### config.mk
export PLATFORM = sky130hd
export DESIGN_NAME = up_down_step_counter_flat
export DESIGN_NICKNAME = d
export VERILOG_FILES = /design/src/rtl/up_down_step_counter_if.sv /design/src/rtl/up_down_step_counter.sv /design/src/flat_wrapper.sv
export SDC_FILE = /design/constraint.sdc
export NUM_CORES = 1
export LEC_CHECK = 0
export BUFFER_PORTS_ARGS = -buffer_cell sky130_fd_sc_hd__clkbuf_2
export CAP_MARGIN = 20
export CORE_UTILIZATION = 50
export CTS_CLUSTER_DIAMETER = 30
export DETAILED_ROUTE_END_ITERATION = 16
export GPL_ROUTABILITY_DRIVEN = 0
export GPL_TIMING_DRIVEN = 1
export PLACE_DENSITY = 0.76
export SYNTH_ARGS = -nofsm -noshare
export SYNTH_HDL_FRONTEND = slang
export SYNTH_SLANG_ARGS = --single-unit
export TNS_END_PERCENT = 1
### constraint.sdc
create_clock -name clock -period 2.94 [get_ports clock]
set_input_delay 0.441 -clock clock [delete_from_list [all_inputs] [get_ports clock]]
set_output_delay 0.441 -clock clock [all_outputs]
set_load 0.005 [all_outputs]
### src/rtl/up_down_step_counter_if.sv
// Request/acknowledge bus of the up/down step counter: requests and operands
// travel master -> slave, acknowledges, count value and flags travel back.
interface up_down_step_counter_if #(
    parameter int WIDTH  = 8,
    parameter int STEP_W = 4
);
    logic              up;
    logic              down;
    logic              load;
    logic [WIDTH-1:0]  data;
    logic [STEP_W-1:0] step;
    logic              saturate;
    logic              up_ack;
    logic              down_ack;
    logic              load_ack;
    logic [WIDTH-1:0]  counter;
    logic              at_max;
    logic              at_min;
    logic              overflow;

    modport master (
        output up, down, load, data, step, saturate,
        input  up_ack, down_ack, load_ack, counter, at_max, at_min, overflow
    );

    modport slave (
        input  up, down, load, data, step, saturate,
        output up_ack, down_ack, load_ack, counter, at_max, at_min, overflow
    );
endinterface

### src/rtl/up_down_step_counter.sv
// Four-phase handshaked up/down counter with per-request step, wrap or clamp.
// Define UP_DOWN_STEP_COUNTER_OVERFLOW_EN to build the sticky overflow flag.
module up_down_step_counter #(
    parameter int WIDTH  = 8,
    parameter int STEP_W = 4
) (
    input  logic                   clock,
    input  logic                   reset,
    up_down_step_counter_if.slave  bus
);
    typedef enum logic [1:0] {
        IDLE     = 2'd0,
        UP_ACK   = 2'd1,
        DOWN_ACK = 2'd2,
        LOAD_ACK = 2'd3
    } state_t;

    localparam logic [WIDTH-1:0] MAX_VAL = '1;

    state_t           state_reg;
    logic [WIDTH-1:0] counter_reg;
    logic             up_ack_reg;
    logic             down_ack_reg;
    logic             load_ack_reg;

    logic [WIDTH:0]   step_ext;
    logic [WIDTH:0]   sum_ext;
    logic [WIDTH:0]   diff_ext;
    logic             up_cross;
    logic             down_cross;
    logic [WIDTH-1:0] up_next;
    logic [WIDTH-1:0] down_next;

    // One extra bit exposes carry out of the add and borrow out of the subtract.
    assign step_ext   = {{(WIDTH + 1 - STEP_W){1'b0}}, bus.step};
    assign sum_ext    = {1'b0, counter_reg} + step_ext;
    assign diff_ext   = {1'b0, counter_reg} - step_ext;
    assign up_cross   = sum_ext[WIDTH];
    assign down_cross = diff_ext[WIDTH];

    always_comb begin
        up_next   = sum_ext[WIDTH-1:0];
        down_next = diff_ext[WIDTH-1:0];
        if (bus.saturate && up_cross) begin
            up_next = MAX_VAL;
        end
        if (bus.saturate && down_cross) begin
            down_next = '0;
        end
    end

    always_ff @(posedge clock or posedge reset) begin
        if (reset) begin
            state_reg    <= IDLE;
            counter_reg  <= '0;
            up_ack_reg   <= 1'b0;
            down_ack_reg <= 1'b0;
            load_ack_reg <= 1'b0;
        end else begin
            case (state_reg)
                IDLE: begin
                    if (bus.load) begin
                        counter_reg  <= bus.data;
                        load_ack_reg <= 1'b1;
                        state_reg    <= LOAD_ACK;
                    end else if (bus.up) begin
                        counter_reg  <= up_next;
                        up_ack_reg   <= 1'b1;
                        state_reg    <= UP_ACK;
                    end else if (bus.down) begin
                        counter_reg  <= down_next;
                        down_ack_reg <= 1'b1;
                        state_reg    <= DOWN_ACK;
                    end
                end
                // Ack states hold the count until the requester withdraws.
                UP_ACK: begin
                    if (!bus.up) begin
                        up_ack_reg <= 1'b0;
                        state_reg  <= IDLE;
                    end
                end
                DOWN_ACK: begin
                    if (!bus.down) begin
                        down_ack_reg <= 1'b0;
                        state_reg    <= IDLE;
                    end
                end
                LOAD_ACK: begin
                    if (!bus.load) begin
                        load_ack_reg <= 1'b0;
                        state_reg    <= IDLE;
                    end
                end
                default: begin
                    state_reg    <= IDLE;
                    up_ack_reg   <= 1'b0;
                    down_ack_reg <= 1'b0;
                    load_ack_reg <= 1'b0;
                end
            endcase
        end
    end

`ifdef UP_DOWN_STEP_COUNTER_OVERFLOW_EN
    logic overflow_reg;

    // Sticky: set by any accepted step that leaves the range, cleared by load.
    always_ff @(posedge clock or posedge reset) begin
        if (reset) begin
            overflow_reg <= 1'b0;
        end else if (state_reg == IDLE) begin
            if (bus.load) begin
                overflow_reg <= 1'b0;
            end else if ((bus.up && up_cross) || (!bus.up && bus.down && down_cross)) begin
                overflow_reg <= 1'b1;
            end
        end
    end

    assign bus.overflow = overflow_reg;
`else
    assign bus.overflow = 1'b0;
`endif

    assign bus.counter  = counter_reg;
    assign bus.up_ack   = up_ack_reg;
    assign bus.down_ack = down_ack_reg;
    assign bus.load_ack = load_ack_reg;
    assign bus.at_max   = (counter_reg == MAX_VAL);
    assign bus.at_min   = (counter_reg == '0);
endmodule

### src/flat_wrapper.sv
// flat-port wrapper written by rule: the top's interface ports become plain ports
module up_down_step_counter_flat 
#(
    parameter int WIDTH  = 8,
    parameter int STEP_W = 4
)
  (clock, reset, bus_up, bus_down, bus_load, bus_data, bus_step, bus_saturate, bus_up_ack, bus_down_ack, bus_load_ack, bus_counter, bus_at_max, bus_at_min, bus_overflow);
  up_down_step_counter_if #(.WIDTH(WIDTH), .STEP_W(STEP_W)) bus_i ();
  input  logic clock;
  input  logic reset;
  input wire logic [$bits(bus_i.up)-1:0] bus_up;
  input wire logic [$bits(bus_i.down)-1:0] bus_down;
  input wire logic [$bits(bus_i.load)-1:0] bus_load;
  input wire logic [$bits(bus_i.data)-1:0] bus_data;
  input wire logic [$bits(bus_i.step)-1:0] bus_step;
  input wire logic [$bits(bus_i.saturate)-1:0] bus_saturate;
  output wire logic [$bits(bus_i.up_ack)-1:0] bus_up_ack;
  output wire logic [$bits(bus_i.down_ack)-1:0] bus_down_ack;
  output wire logic [$bits(bus_i.load_ack)-1:0] bus_load_ack;
  output wire logic [$bits(bus_i.counter)-1:0] bus_counter;
  output wire logic [$bits(bus_i.at_max)-1:0] bus_at_max;
  output wire logic [$bits(bus_i.at_min)-1:0] bus_at_min;
  output wire logic [$bits(bus_i.overflow)-1:0] bus_overflow;
  assign bus_i.up = bus_up;
  assign bus_i.down = bus_down;
  assign bus_i.load = bus_load;
  assign bus_i.data = bus_data;
  assign bus_i.step = bus_step;
  assign bus_i.saturate = bus_saturate;
  assign bus_up_ack = bus_i.up_ack;
  assign bus_down_ack = bus_i.down_ack;
  assign bus_load_ack = bus_i.load_ack;
  assign bus_counter = bus_i.counter;
  assign bus_at_max = bus_i.at_max;
  assign bus_at_min = bus_i.at_min;
  assign bus_overflow = bus_i.overflow;
  up_down_step_counter #(.WIDTH(WIDTH), .STEP_W(STEP_W)) u_core (.clock(clock), .reset(reset), .bus(bus_i));
endmodule
==> reports/results.txt, run 1 <==
Maximum number of pins on one net before global-route repair = 20
Total setup violations reported at the end of the flow = 0
DP Wirelength = 2225 µm
Worst hold path type = primary input to async pin
Post-synthesis cell area = 1229 µm²
Final antenna diode count = 0
Number of enable flip-flop cells after synthesis = 0
Post-synthesis sequential area ratio = 26.48%
Post-placement setup slack = 472.5 ps
Antenna violations before repair = 0
Detail-routed via count per cell = 6.133
Register area = 325.3 µm²
Tot GR Track Use = 25.03%
Clock insertion delay at the later pin of the skew report = 280 ps
Most area-consuming cells after synthesis = dfrtp_1 26%, ha_1 8.1%, a21oi_1 6.1%
Mapped Cells = 157
Synth Area per Inst = 7.826 µm²
Switching Share = 48.81%
Transition at the pin with the smallest max-transition slack = 553.1 ps
Logic pwr share = 58.0%
Post-route design area = 1408 µm²
Maximum resistive drop on vdd = 571.5 µV
Count of pins on the block boundary = 32
Clk slew on worst S/H paths = 90 ps
Maximum net fanout on the critical path = 7
Top achievable clock speed = 407.4 MHz
Area growth from synthesis to layout = 14.56%
Power spent charging and discharging nets = 0.6306 mW
Global-route wire length before repair = 4974 µm
Synth Net Count = 185
Total power density per cell area = 917.9 nW/µm²
Number of slew-limit violations in the final report = 0
Maximum buffer depth of the clock tree = 2
Share of post-route cells with drive strength above 1 = 22.95%
Clock Root Buffer = clkbuf_4
Critical path cell sequence = inv_1 > ha_1 > inv_1 > fa_1 > a21o_1 > a21oi_2 > a311oi_2 > a221o_1 > o22a_1
Sequential Power Share = 32.8%
Cell-internal power = 0.6614 mW
Vias in the first global route = 1095
RSZ-0062 raised after global routing = false
Final Hold Violating Endpoints = 0
Clock power share = 9.2%
Required time worst endpoint = 3120 ps
Initial detailed-routing violation count = 38
Leakage = 0.6545 nW
Final antenna-violating net count = 0
Kind of critical path = flop to flop
Final setup skew = 5.655 ps
YS warnings = 0
Clock tree sinks = 13
Most frequent cell on the critical path = inv_1
Type of element capturing the critical path = flop
Headroom to the max-slew limit = 63.13%
Yosys top cell area share = 26.48%
Setup TNS = 0 ps
Result of the run = finished, final reports clean
Arrival time of the worst setup path = 2640 ps
Leading register cell type out of synthesis = dfrtp_1
Register bit total from synthesis = 13
Instance count after placement with tap cells included = 207
Pre-antenna DRT Iters = 4
Count of distinct cell types in the synthesized netlist = 46
Average wire length per cell after detail routing = 14.13 µm
Worst setup SP type = flop
Grt ovf = 0
FILL cells = 218
Number of buffers created by CTS = 3
Footprint of the multi-input gates = 803.3 µm²
Count of buffer and inverter cells on the critical path = 2
Final critical-path share of the clock period = 83.49%
Number of hold buffers added after CTS = 0
Floorplan row count = 17
Total power after layout = 1.292 mW
Core region area = 2255 µm²
Count of buffers added by post-CTS timing repair for setup = 0
Number of flip-flops under the largest register name = 8
Share of flip-flops with an asynchronous set or reset after synthesis = 100.0%
Floorplan die area = 2659 µm²
DRC violation count after routing = 0
Final worst slack = 485.3 ps
Count of nets after finishing = 212
Cell family contributing the most delay on the critical path = compound AO/OA/AOI/OAI gates
CTS H-tree lvls = 1
Post-layout instance count excluding filler cells = 211
Most area-hungry cell type in the Yosys netlist = dfrtp_1
Vias = 1294
Minimum period implied by the final worst setup slack = 2455 ps
Total routed wirelength = 2982 µm
Starting Density = 54.49%
Port Buffers = 30
Synth cell count leaders = 15 x a21oi_1, 15 x inv_1, 13 x dfrtp_1, 12 x nor2_1
Overall die width = 51.57 µm
Delay of the slowest critical-path stage = 450 ps
Resize count post-CTS = 0
Area post-placement = 1381 µm²
Slowest-stage cell, CP = dfrtp_1
Chip height = 51.57 µm
CTS tree = built
Max capacitance violation total = 0
## stage by stage
stage | hold slack [ps] | utilization [%]
global placement | 483.3 | 61.27
global route | 193.4 | 62.43
finish | 166.3 | 62.43
CTS | 193.7 | 62.43
detailed placement | 498.5 | 61.27
floorplan | 318.0 | -
## cells by family after synthesis
kind of cell               synth area share, %
buffers and inverters                    8.146
other                                   0.3052
muxes                                    1.833
adders and majority gates                11.41
DFF                                      26.48
and+or+nand+nor                          19.25
xor gates and xnor gates                 2.139
AOI/OAI and AO/OA                        30.45
## placed cells by master (no fill, tap or decap), types with 2 or more instances in the layout
cell type	count
o22ai_1	2
clkbuf_4	3
o21a_1	2
nand4_1	2
clkbuf_2	30
xor2_1	2
fa_1	2
nor2b_1	2
nand2b_1	2
a21oi_1	15
nor2_1	12
a221oi_1	2
inv_1	15
nor3_1	5
a221o_1	2
dfrtp_1	13
nand2_1	11
a31oi_1	5
o21ai_0	11
o21ai_1	6
ha_1	8
a32oi_1	2
nand3_1	5
## power groups by stage
stage          combinational [mW]  clock, mW  sequential [mW]
2_1_floorplan               0.598          0            0.359
3_3_place_gp                0.732          0            0.415
6_report                    0.750      0.119            0.424
4_1_cts                     0.749      0.117            0.419
5_1_grt                     0.846      0.126            0.448
3_5_place_dp                0.743          0            0.422
## per-layer routing
layer / share of wire (%) / GRT usage [%] / vias up
met5: 0 / 0 / -
met3: 8.9 / 4.678 / 8
met1: 46 / 35.53 / 597
met4: 1.5 / 8.559 / 0
li1: - / - / 617
met2: 43 / 37.88 / 72
## path summary, 6_finish.rpt
check / slack, ps / from / depth (start not counted) / end
hold / removal: 170 / reset / 2 / u_core.bus.counter[7]$_DFFE_PP0P_
min in group clock: 460 / bus_data[1] / 3 / u_core.bus.counter[1]$_DFFE_PP0P_
hold reg to reg: 540 / u_core.bus.up_ack$_DFFE_PP0P_ / 2 / u_core.bus.up_ack$_DFFE_PP0P_
setup reg to reg: 490 / u_core.bus.counter[0]$_DFFE_PP0P_ / 9 / u_core.bus.counter[7]$_DFFE_PP0P_
max in group asynchronous: 2410 / reset / 2 / u_core.bus.down_ack$_DFFE_PP0P_
setup / recovery: 490 / u_core.bus.counter[0]$_DFFE_PP0P_ / 9 / u_core.bus.counter[7]$_DFFE_PP0P_
## cell type report
type / instances / area share, %
Tap cell: 28 / 2.489
Clock buffer: 4 / 1.867
Sequential cell: 13 / 23.11
Inverter: 16 / 4.267
Multi-Input combinational cell: 119 / 57.07
Timing Repair Buffer: 31 / 11.20
No activity file was read; power rests on OpenSTA's default activity.
==> run 2: changes to the inputs <==
CORE_UTILIZATION = 47   (was 50)
PLACE_DENSITY = 0.75   (was 0.76)
clock period = 2.2 ns   (was 2.94 ns; I/O delays follow)
==> run 2 against run 1 <==
Net effect:
- via count rose by 2.7%
- non-clock buffer count rose by 18
- hold slack got worse by 120 ps
- global-route usage rose by 0.99 points
- critical path type unchanged
==> reports/results.txt, run 2 (same netlist as run 1, synthesis figures left out) <==
Logic pwr share = 66.1%
Max capacitance violation total = 0
Top achievable clock speed = 460.1 MHz
Leakage = 0.7477 nW
Final antenna-violating net count = 0
Fin util = 64.70%
Pre-antenna DRT Iters = 4
Tot GR Track Use = 26.02%
Count of nets after finishing = 230
Clock Root Buffer = clkbuf_4
Global-route wire length before repair = 5347 µm
Reg-to-reg startpoint = u_core.bus.counter[0]$_DFFE_PP0P_
Clock power share = 7.8%
Met3 wirelength from detailed routing = 247 µm
Maximum buffer depth of the clock tree = 2
Beginning of the critical path = u_core.bus.counter[0]$_DFFE_PP0P_
Commonest non-fill, non-tap cells in the layout = 30 x clkbuf_2, 19 x buf_4, 15 x a21oi_1
Transition at the pin with the smallest max-transition slack = 698.4 ps
Post-layout instance count excluding filler cells = 231
Headroom to the max-slew limit = 53.01%
RSZ-0062 raised after global routing = true
Cell-internal power = 1.070 mW
Grt ovf = 0
Clk slew on worst S/H paths = 90 ps
Routed length on met1 = 1362 µm
Final critical-path share of the clock period = 98.80%
Floorplan row count = 18
Minimum setup slack among reg-to-reg paths = 30 ps
Maximum number of pins on one net before global-route repair = 20
Area post-placement = 1491 µm²
Clock insertion delay at the later pin of the skew report = 280 ps
Starting Density = 49.60%
Kind of critical path = flop to flop
Final worst slack = 26.40 ps
Clock tree sinks = 13
Minimum period implied by the final worst setup slack = 2174 ps
CTS tree = built
DRC violation count after routing = 0
Delay of the slowest critical-path stage = 390 ps
Chip height = 53.13 µm
Final Hold Violating Endpoints = 0
Required time worst endpoint = 2380 ps
Initial detailed-routing violation count = 40
Vias = 1329
Worst path depth = 9
Worst setup SP type = flop
FILL cells = 231
Final antenna diode count = 0
Power spent charging and discharging nets = 0.9341 mW
Total setup violations reported at the end of the flow = 0
Port Buffers = 30
Number of flip-flops under the largest register name = 8
Final setup skew = 4.166 ps
Post-route design area = 1603 µm²
Number of cells on the worst reg-to-reg path = 9
Antenna violations before repair = 0
Worst R2R End = u_core.bus.counter[7]$_DFFE_PP0P_
Slowest-stage cell, CP = dfrtp_1
Post-placement setup slack = -87.21 ps
Sequential Power Share = 26.0%
Instance count after placement with tap cells included = 223
Number of slew-limit violations in the final report = 0
Termination of the worst setup path = u_core.bus.counter[7]$_DFFE_PP0P_
Maximum resistive drop on vdd = 749.7 µV
Detail-routed via count per cell = 5.753
Share of post-route cells with drive strength above 1 = 35.32%
Total length of routed met2 wires = 1575 µm
CTS H-tree lvls = 1
Count of pins on the block boundary = 32
Area growth from synthesis to layout = 30.45%
DP Wirelength = 2493 µm
Average wire length per cell after detail routing = 14.02 µm
Highest routing layer actually used = met4
Count of buffer and inverter cells on the critical path = 2
Critical path cell sequence = inv_2 > ha_4 > inv_2 > fa_2 > a21o_1 > a21oi_4 > a311oi_4 > a221o_1 > o22a_1
Overall die width = 53.13 µm
Switching Share = 46.62%
Total power density per cell area = 1250 nW/µm²
Most frequent cell on the critical path = inv_2
Maximum net fanout on the critical path = 7
Type of element capturing the critical path = flop
Arrival time of the worst setup path = 2350 ps
Total routed wirelength = 3238 µm
Result of the run = finished, final reports clean
Cell family contributing the most delay on the critical path = compound AO/OA/AOI/OAI gates
Vias in the first global route = 1201
Number of buffers created by CTS = 3
Floorplan die area = 2823 µm²
Core region area = 2477 µm²
Most frequent standard cell in the layout excluding fill and tap cells = clkbuf_2
Worst Hold Margin = 49.04 ps
Worst hold path type = primary input to async pin
-- run 2: cell types whose count changed in the layout (fill, tap and decap cells not counted), sizes merged --
cell	before	now
clkbuf	34	33
clkinv	0	1
buf	1	19
-- run 2: metrics by stage --
stage	setup TNS, ps	total power, mW
2_1_floorplan	0	1.282
3_3_place_gp	0	1.701
3_5_place_dp	-205.3	1.733
4_1_cts	-0.1132	1.948
5_1_grt	-69.91	2.187
6_report	0	2.004
-- run 2: cell type report --
type	count	area, µm²	share of cell area, %
clock inverter	1	5.005	0.3123
sequential	13	326.6	20.37
multi-input combinational	119	858.3	53.55
timing repair buffer	49	292.8	18.27
clock buffer	3	22.52	1.405
inverter	16	60.06	3.747
tap	30	37.54	2.342
-- run 2: worst min-delay path by stage --
stage,start,cells past startpoint,end
detailed placement,reset,2,u_core.bus.counter[1]$_DFFE_PP0P_
floorplan,reset,1,u_core.bus.counter[0]$_DFFE_PP0P_
global placement,reset,2,u_core.bus.counter[1]$_DFFE_PP0P_
finish,reset,2,u_core.bus.counter[6]$_DFFE_PP0P_
CTS,reset,2,u_core.bus.counter[0]$_DFFE_PP0P_
global route,reset,2,u_core.bus.counter[0]$_DFFE_PP0P_
-- run 2: worst register-to-register path: cells and delay by family (launching register included) --
family	cells	cell delay, ps
AOI/OAI and AO/OA	5	1090
adders and majority gates	2	480
buffers and inverters	2	110
DFF	1	390
-- run 2: power by group through the flow --
stage / Sequential [mW] / Combinational, mW / Clock (mW)
finish: 0.522 / 1.33 / 0.156
global route: 0.547 / 1.46 / 0.179
global placement: 0.513 / 1.19 / 0
CTS: 0.516 / 1.27 / 0.165
floorplan: 0.481 / 0.801 / 0
detailed placement: 0.520 / 1.21 / 0
-- run 2: timing repair --
action | 4_1_cts | 5_1_grt
setup buffers | 1 | 3
resized for setup | 5 | 7
hold buffers | 0 | 0
pin swaps | 3 | 7
setup endpoints to repair | 6 | 7
-- run 2: layer usage --
| layer | vias to the layer above | global-route usage, % |
|---|---|---|
| li1 | 654 | - |
| met1 | 607 | 35.14 |
| met2 | 62 | 42.62 |
| met3 | 6 | 6.322 |
| met4 | 0 | 3.509 |
| met5 | - | 0 |
==> run 3: changes to the inputs <==
BUFFER_PORTS_ARGS = default   (was -buffer_cell sky130_fd_sc_hd__clkbuf_2)
CORE_UTILIZATION = 50   (was 47)
DONT_BUFFER_PORTS = 1   (was default)
PLACE_DENSITY = 0.68   (was 0.75)
==> run 3 against run 2 <==
Net effect:
- clock-buffer cell count grew 1
- power shrank 7.2%
- first-iteration DRC count grew 25%
- sequential power shrank 5.0%
- cell count shrank 15%
- clock skew grew 4.9 ps
- register-to-register slack is essentially flat
- largest power group unchanged
==> reports/results.txt, run 3 (same netlist as run 1, synthesis figures left out) <==
Arrival time of the worst setup path = 2360 ps
Count of pins on the block boundary = 32
Kind of critical path = flop to flop
DP Wirelength = 2387 µm
Total power after layout = 1.860 mW
Transition at the pin with the smallest max-transition slack = 546.5 ps
Total routed wirelength = 3254 µm
Number of flip-flops under the largest register name = 8
Global-route wire length before repair = 5409 µm
Worst hold path type = primary input to flop
Total setup violations reported at the end of the flow = 0
CTS H-tree lvls = 1
Max capacitance violation total = 0
Clock Root Buffer = clkbuf_4
Beginning of the critical path = u_core.bus.counter[0]$_DFFE_PP0P_
Maximum resistive drop on vdd = 780.4 µV
Register area = 326.6 µm²
Port Buffers = 0
Vias in the first global route = 1173
Floorplan die area = 2659 µm²
RSZ-0062 raised after global routing = true
Share of post-route cells with drive strength above 1 = 19.64%
Setup TNS = 0 ps
Floorplan row count = 17
Final Hold Violating Endpoints = 0
Total power density per cell area = 1313 nW/µm²
Post-route design area = 1416 µm²
Result of the run = finished, final reports clean
Final critical-path share of the clock period = 99.11%
Clk slew on worst S/H paths = 90 ps
Commonest non-fill, non-tap cells in the layout = 15 x inv_1, 15 x a21oi_1, 15 x buf_4
Vias = 1225
Maximum buffer depth of the clock tree = 2
Maximum number of pins on one net before global-route repair = 20
Required time worst endpoint = 2380 ps
Leakage = 0.6030 nW
Number of cells on the worst reg-to-reg path = 9
Number of slew-limit violations in the final report = 0
Start point of the worst hold path = bus_down
Final worst slack = 19.48 ps
Maximum net fanout on the critical path = 7
Initial detailed-routing violation count = 50
FILL cells = 218
Minimum period implied by the final worst setup slack = 2181 ps
Core region area = 2255 µm²
Headroom to the max-slew limit = 63.53%
Post-placement setup slack = -33.83 ps
Clock tree sinks = 13
Worst setup SP type = flop
Grt ovf = 0
Reg-to-reg startpoint = u_core.bus.counter[0]$_DFFE_PP0P_
Footprint of the multi-input gates = 845.8 µm²
Clock insertion delay at the later pin of the skew report = 280 ps
Final antenna diode count = 0
Area post-placement = 1331 µm²
Overall die width = 51.57 µm
Area growth from synthesis to layout = 15.28%
Final antenna-violating net count = 0
Number of buffers created by CTS = 3
Count of nets after finishing = 197
Pre-antenna DRT Iters = 4
Type of element capturing the critical path = flop
Chip height = 51.57 µm
DRC violation count after routing = 0
Average wire length per cell after detail routing = 16.60 µm
Final setup skew = 9.063 ps
Number of cells on the worst hold path = 2
Detail-routed via count per cell = 6.250
Starting Density = 54.49%
Top achievable clock speed = 458.6 MHz
Tot GR Track Use = 27.72%
CTS tree = built
Antenna violations before repair = 0
-- run 3: power by group --
group	leakage, nW	total [mW]	internal, mW	switching, mW
Clock	0.0150	0.155	0.0702	0.0845
Combinational	0.437	1.21	0.555	0.655
Sequential	0.151	0.496	0.351	0.145
-- run 3: timing repair --
| action | CTS | global route |
|---|---|---|
| hold endpoints to repair | 6 | 0 |
| endpoints found under the setup margin | 5 | 8 |
| buffers inserted | 1 | 0 |
| hold buffers | 1 | 0 |
| gates resized for setup | 2 | 6 |
| pin swaps | 2 | 5 |
-- run 3: routing by layer --
layer  global-route usage, %  share of wire (%)  vias to the layer above
met5                       0                  0                        -
met3                   6.725                 10                       14
met1                   34.57                 41                      557
li1                        -                  -                      584
met4                   13.06                4.0                        0
met2                   44.81                 45                       70
-- run 3: area by class of cell --
cell class | count | share of cell area, %
Tap cell | 28 | 2.473
Inverter | 16 | 4.240
Timing Repair Buffer | 16 | 8.657
Sequential cell | 13 | 23.06
Clock buffer | 4 | 1.855
Multi-Input combinational cell | 119 | 59.72
-- run 3: worst paths after layout --
path	endpoint	slack (ps)
min in group asynchronous	u_core.bus.up_ack$_DFFE_PP0P_	520
worst max register to register	u_core.bus.counter[7]$_DFFE_PP0P_	20
worst min register to register	u_core.bus.load_ack$_DFFE_PP0P_	570
worst min-delay path	u_core.bus.down_ack$_DFFE_PP0P_	200
worst max-delay path	u_core.bus.counter[7]$_DFFE_PP0P_	20
max in group asynchronous	u_core.bus.counter[1]$_DFFE_PP0P_	1290
-- run 3: worst max-delay path: stages, from the launching register on --
cell      delay, ps
dfrtp_1         380
inv_1            60
ha_2            170
inv_1            50
fa_2            350
a21o_1          190
a21oi_4         190
a311oi_4        170
a221o_1         330
o22a_1          180
-- run 3: per-stage QoR --
stage          instances  hold slack (ps)  util (%)
4_1_cts              196            192.1     61.82
5_1_grt              196            201.5     62.82
6_report             196            197.3     62.82
3_5_place_dp         190            307.8     59.05
2_1_floorplan        157            207.0         -
3_3_place_gp         190            296.6     59.05
